==> config.mk <==
export PLATFORM = sky130hd
export DESIGN_NAME = hd44780_byte_sender
export DESIGN_NICKNAME = d
export VERILOG_FILES = /design/src/rtl/hd44780_byte_sender.sv
export SDC_FILE = /design/constraint.sdc
export NUM_CORES = 1
export LEC_CHECK = 0
export CORE_ASPECT_RATIO = 2
export CORE_MARGIN = 8
export CORE_UTILIZATION = 25
export CTS_CLUSTER_DIAMETER = 120
export DETAILED_ROUTE_END_ITERATION = 8
export PLACE_DENSITY_LB_ADDON = 0.3
export SLEW_MARGIN = 10
export SYNTH_ARGS = -nofsm -noshare
export SYNTH_HDL_FRONTEND = slang
export SYNTH_SLANG_ARGS = --single-unit
==> constraint.sdc <==
create_clock -name CLK_I -period 3.91 [get_ports CLK_I]
set_input_delay 0.5865 -clock CLK_I [delete_from_list [all_inputs] [get_ports CLK_I]]
set_output_delay 0.5865 -clock CLK_I [all_outputs]
set_load 0.01 [all_outputs]
==> src/rtl/hd44780_byte_sender.sv <==
// rtl/hd44780_byte_sender.sv - two timed 4-bit HD44780 write cycles per byte (or one for a lone nybble)
module hd44780_byte_sender #(
    parameter int TICKS_TAS   = 3,
    parameter int TICKS_PWEH  = 22,
    parameter int TICKS_TCYCE = 48,
    parameter int COUNT_BITS  = 6
) (
    input  logic       CLK_I,
    input  logic       RST_I,
    input  logic [7:0] DAT_I,
    input  logic       rs_i,
    input  logic       nyb_only_i,
    input  logic       start_strobe,
    output logic       busy,
    output logic       end_strobe,
    output logic       lcd_rs,
    output logic       lcd_e,
    output logic [3:0] lcd_data
);

    typedef enum logic [2:0] {IDLE, SETUP, EHIGH, HOLD, DONE} state_t;

    localparam logic [COUNT_BITS-1:0] TAS_LAST  = COUNT_BITS'(TICKS_TAS - 1);
    localparam logic [COUNT_BITS-1:0] PWEH_LAST = COUNT_BITS'(TICKS_PWEH - 1);
    localparam logic [COUNT_BITS-1:0] HOLD_LAST = COUNT_BITS'(TICKS_TCYCE - TICKS_TAS - TICKS_PWEH - 1);

    state_t                state;
    logic [COUNT_BITS-1:0] cnt;
    logic [3:0]            low_nyb;
    logic                  second_pending;
    logic                  accept;

    // DONE accepts too, so a new transfer can follow end_strobe with no gap
    assign accept = start_strobe && ((state == IDLE) || (state == DONE));

    always_ff @(posedge CLK_I) begin
        if (!RST_I) begin
            state          <= IDLE;
            cnt            <= '0;
            low_nyb        <= '0;
            second_pending <= 1'b0;
            busy           <= 1'b0;
            end_strobe     <= 1'b0;
            lcd_rs         <= 1'b0;
            lcd_e          <= 1'b0;
            lcd_data       <= '0;
        end else begin
            case (state)
                IDLE, DONE: begin
                    end_strobe <= 1'b0;
                    if (accept) begin
                        state          <= SETUP;
                        busy           <= 1'b1;
                        lcd_rs         <= rs_i;
                        lcd_data       <= DAT_I[7:4];
                        low_nyb        <= DAT_I[3:0];
                        second_pending <= !nyb_only_i;
                        cnt            <= '0;
                    end else begin
                        state <= IDLE;
                    end
                end
                SETUP: begin
                    if (cnt == TAS_LAST) begin
                        state <= EHIGH;
                        lcd_e <= 1'b1;
                        cnt   <= '0;
                    end else begin
                        cnt <= cnt + COUNT_BITS'(1);
                    end
                end
                EHIGH: begin
                    if (cnt == PWEH_LAST) begin
                        state <= HOLD;
                        lcd_e <= 1'b0;
                        cnt   <= '0;
                    end else begin
                        cnt <= cnt + COUNT_BITS'(1);
                    end
                end
                HOLD: begin
                    if (cnt == HOLD_LAST) begin
                        cnt <= '0;
                        if (second_pending) begin
                            state          <= SETUP;
                            lcd_data       <= low_nyb;
                            second_pending <= 1'b0;
                        end else begin
                            state      <= DONE;
                            busy       <= 1'b0;
                            end_strobe <= 1'b1;
                        end
                    end else begin
                        cnt <= cnt + COUNT_BITS'(1);
                    end
                end
                default: state <= IDLE;
            endcase
        end
    end

endmodule

# Word-level counts from Yosys, hierarchy flattened
# Cells that the tools add are included.
[word_totals] regBits=22 output_inout_bits=8 word_cells=67
[op_classes] n_addsub=1 eq_ne=13 muxes=28 n_reduce_logical=16
[op_table] op="6-bit 2-to-1 mux" n=4
[op_table] op="6-bit one-hot mux with 4 select lines" n=1
[op_table] op="6-bit by 5-bit == test with 1-bit output, second input constant" n=2
[op_table] op="3-bit 2-to-1 mux" n=4
[op_table] op="4-bit 2-to-1 mux" n=3
[op_table] op="2-bit inequality test, second input constant" n=6
[op_table] op="3-bit one-hot mux with 4 select lines" n=1
[op_table] op="3-bit AND reduction" n=4
[op_table] op="1-bit 2-to-1 mux" n=10
[op_table] op="1-bit one-hot mux with 2 select lines" n=4
[op_table] op="4-bit one-hot mux with 2 select lines" n=1
[op_table] op="4-bit AND reduction" n=2
[op_table] op="6-bit by 1-bit adder with 6-bit output, second input constant" n=1
[op_table] op="3-bit by 2-bit == test with 1-bit output, second input constant" n=2
[op_table] op="6-bit by 2-bit == test with 1-bit output, second input constant" n=1
[op_table] op="2-bit AND reduction" n=2
[op_table] op="2-bit nonzero test" n=2
[op_table] op="4-bit nonzero test" n=1
[op_table] op="3-bit by 1-bit == test with 1-bit output, second input constant" n=1
[op_table] op="3-bit == test, second input constant" n=1
[op_table] op="3-bit logical NOT" n=1
[op_table] op="2-bit OR reduction" n=1
[op_table] op="1-bit logical AND" n=1
[op_table] op="1-bit logical NOT" n=1
[op_table] op="1-bit logical OR" n=1

# Logic depth before layout (Yosys ltp)
[depth] depth_word=5 mapped_depth=7 ltp_nobuf=7

# Least setup slack after synthesis
# OpenSTA, ideal clock, no wires.
[synth_timing] path_type="flip-flop to flip-flop" startpoint="reg cnt[0]" endpoint="reg cnt[5]" setup_time_ps=120 arrival_time_ps=1565 setup_slack_ps=2225 path_stages_with_launch=8 path_buffers=0 synth_period_minus_slack_ps=1685 cell_sequence="dfxtp_1 inv_1 ha_1 and4bb_4 o21ai_2 a41oi_4 nor3_1 a211o_1"
[synth_between] elab_chain_len=3 word_cells_on_any_way=8
[synth_rtl] element="start, declared" line="28" text="logic [COUNT_BITS-1:0] cnt;"
[synth_rtl] element="start signal, assigned" line="69" text="cnt <= cnt + COUNT_BITS'(1);"
[synth_rtl] element="start signal, assigned" line="78" text="cnt <= cnt + COUNT_BITS'(1);"
[synth_rtl] element="start signal, assigned" line="94" text="cnt <= cnt + COUNT_BITS'(1);"
[synth_rtl] element="6-bit by 1-bit adder with 6-bit output (tied with other cells)" line="69, 78, 94"
[synth_rtl] element="6-bit 2-to-1 mux, on equally long branches" line="82, 64, 73"
[synth_rtl] element="6-bit one-hot mux with 4 select lines *" line="48" text="case (state)"
# Mark *: on every way between the ends. The rest lies on a longest branch, timed or not.
# A chain may end at the register's enable or synchronous reset.

==> results.sh <==
export IMPL_critPathLaunchType="primary input"
export IMPL_dp_hpwl_mm=2.19
export IMPL_syn_area_sq_um=1120
export IMPL_synth_flop_cell="dfxtp_1"
export IMPL_tightest_slew_ns=0.624
export IMPL_crit_required_ns=4.12
export IMPL_grt_overflow=0
export IMPL_drive_above_1_share_pct=7.43
export IMPL_worstPathMaxFanout=9
export IMPL_diodes=0
export IMPL_cts_max_level=1
export IMPL_hold_path_class="flop to flop"
export IMPL_postCtsHoldBufs=0
export IMPL_ant_nets=0
export IMPL_status="finished, final reports clean"
export IMPL_grt_max_degree=15
export IMPL_grt_first_pass_wirelength_mm=4.55
export IMPL_relSlewSlack_pct=58.3
export IMPL_cts_resized=0
export IMPL_post_cts_buffers=0
export IMPL_route_detailed_wl_per_inst_microns=13.4
export IMPL_grt_pass1_vias=1031
export IMPL_fmax_mhz=494
export IMPL_final_nets=165
export IMPL_viasPerCell=4.79
export IMPL_syn_nets=146
export IMPL_remaining_drc_errors=0
export IMPL_vias=967
export IMPL_firstDrtPassIters=2
export IMPL_antenna_found_initial=0
export IMPL_synth_seq_area_share_pct=39.2
export IMPL_dieArea_sq_um=7020
export IMPL_die_h_microns=111
export IMPL_cts_root_buf="clkbuf_8"
export IMPL_drv_slew=0
export IMPL_core_area_sq_um=4340
export IMPL_core_rowCount=34
export IMPL_max_cap_viol_count=0
export IMPL_start_util_pct=25.9
export IMPL_fin_skew_ns=0.00617
export IMPL_synth_seq_cells=22
export IMPL_vdd_drop_max_v=0.000231
export IMPL_port_buffers=20
export IMPL_rsz0062_at_grt="false"
export IMPL_cp_arrival_ns=2.24
export IMPL_routed_wl_mm=2.71
export IMPL_post_route_min_period_ns=2.02
export IMPL_clock_sinks=22
export IMPL_setup_tns_ns=0
export IMPL_gp_congestion=0.758
export IMPL_synth_warnings=0
export IMPL_p_leak_uw=0.000522
export IMPL_die_width_microns=63.4
export IMPL_insertion_delay_ns=0.27
export IMPL_async_flop_share_pct=0
export IMPL_area_growth_pct=26.3
export IMPL_ioPinCount=21
export IMPL_synth_edf_count=0
export IMPL_place_ws_ns=1.63
export IMPL_synth_distinct_cells=34
export IMPL_fin_ws_ns=1.89
export IMPL_cts_tree="done"
export IMPL_end_kind="flop"
export IMPL_fin_crit_sh_pct=51.8
export IMPL_power_density_nw_per_um2=575
export IMPL_final_setup_viol_count=0
export IMPL_cts_buffer_depth=2
export IMPL_syn_area_per_cell_sq_um=8.63
export IMPL_drt_iter0_markers=7
export IMPL_hold_viol=0
export IMPL_path_class="primary input to flop"
export IMPL_path_clk_slew_ns=0.09
export IMPL_synthCells=130
export IMPL_grt_use_total_pct=7.91
export IMPL_cts_made_buffers=3
[worst max-delay path: stages]
cell,delay [ns]
clkdlybuf4s50_1,0.63
nand2b_1,0.16
a2111oi_4,0.39
a41oi_4,0.11
nor3b_1,0.26
a21o_1,0.11
[synthesized netlist by cell type, types with 2 or more instances]
cell type,n,area share (%)
nand2_1,22,7.4
buf_6,2,2.0
inv_1,6,2.0
dfxtp_1,22,39
nor2b_1,2,1.1
and4bb_4,2,2.9
nor3_1,6,2.7
buf_2,2,0.89
nor3b_1,2,1.3
a21oi_1,10,4.5
o21ai_0,5,2.2
nor2_1,12,4.0
a311oi_1,5,3.9
ha_1,3,3.3
and3_1,3,1.7
a21o_1,2,1.3
nand3_1,7,3.1
[registers in the layout, indices dropped and copies added, names as in the netlist]
register        cells
busy                1
second_pending      1
end_strobe          1
cnt                 6
lcd_data            4
lcd_rs              1
low_nyb             4
lcd_e               1
state               3
[where the power goes]
group / total [uW] / internal (uW) / switching, uW
combinational: 275 / 120 / 155
clock: 215 / 137 / 78.5
sequential: 325 / 269 / 55.6
total: 815 / 526 / 289
[cell type report]
| cell class | count | area, sq um |
|---|---|---|
| multi-input combinational | 96 | 616 |
| timing repair buffer | 20 | 200 |
| clock inverter | 1 | 30.0 |
| sequential | 22 | 440 |
| fill | 484 | 2920 |
| clock buffer | 3 | 41.3 |
| inverter | 6 | 22.5 |
| tap | 54 | 67.6 |
[stage by stage]
| step | hold slack, ns | power [uW] | util [%] | cells | area (sq um) |
|---|---|---|---|---|---|
| finish | 0.460 | 815 | 32.7 | 202 | 1420 |
| global placement | 0.449 | 604 | 31.0 | 198 | 1350 |
| global route | 0.479 | 863 | 32.7 | 202 | 1420 |
| CTS | 0.462 | 824 | 32.7 | 202 | 1420 |
| detailed placement | 0.450 | 611 | 31.0 | 198 | 1350 |
| floorplan | 0.437 | 517 | - | 130 | 1120 |
[final timing paths]
check                            end               startpoint  slack [ns]  cells past startpoint
max reg2reg      cnt[5]$_SDFFE_PN0P_    state[0]$_SDFFE_PN0P_        1.97                      5
max              cnt[2]$_SDFFE_PN0P_                    RST_I        1.89                      6
min          low_nyb[2]$_SDFFE_PN0N_  low_nyb[2]$_SDFFE_PN0N_        0.46                      2
min reg2reg  low_nyb[2]$_SDFFE_PN0N_  low_nyb[2]$_SDFFE_PN0N_        0.46                      2
[kinds of logic (layout without fill, tap and decap cells)]
logic type	after synthesis	after routing	synth area share, %
compound gates	33	33	23.5
buf+inv	12	30	5.91
xor+xnor	1	1	0.781
simple gates	59	59	27.2
flops	22	22	39.2
fa+ha+maj	3	3	3.34
[layout by cell type, fill, tap and decap left out]
cell type,netlist,layout
a2111oi_4,1,1
a211o_1,1,1
a21o_1,2,2
a21oi_1,10,10
a221oi_1,1,1
a311oi_1,5,5
a31oi_1,1,1
a41oi_4,1,1
and2_0,1,1
and3_1,3,3
and4bb_4,2,2
bufinv_16,0,1
clkbuf_8,0,3
clkdlybuf4s50_1,0,20
dfxtp_1,22,22
ha_1,3,3
inv_1,6,6
nand2_1,22,22
nand2b_1,1,1
nand3_1,7,7
nand4_4,1,1
nor2_1,12,12
nor2b_1,2,2
nor3_1,6,6
nor3b_1,2,2
o211ai_1,1,1
o21ai_0,5,5
o21ai_1,1,1
o21ai_2,1,1
o21ai_4,1,1
o21bai_1,1,1
o22ai_1,1,1
xor2_1,1,1
[layer usage]
metal	up-vias	share of wire, %	global-route usage (%)
met5	-	0	0
met4	0	1.7	4.35
met3	4	2.6	1.82
met2	10	57	15.2
met1	456	38	7.16
li1	497	-	-
(Power assumes the default switching activity.)
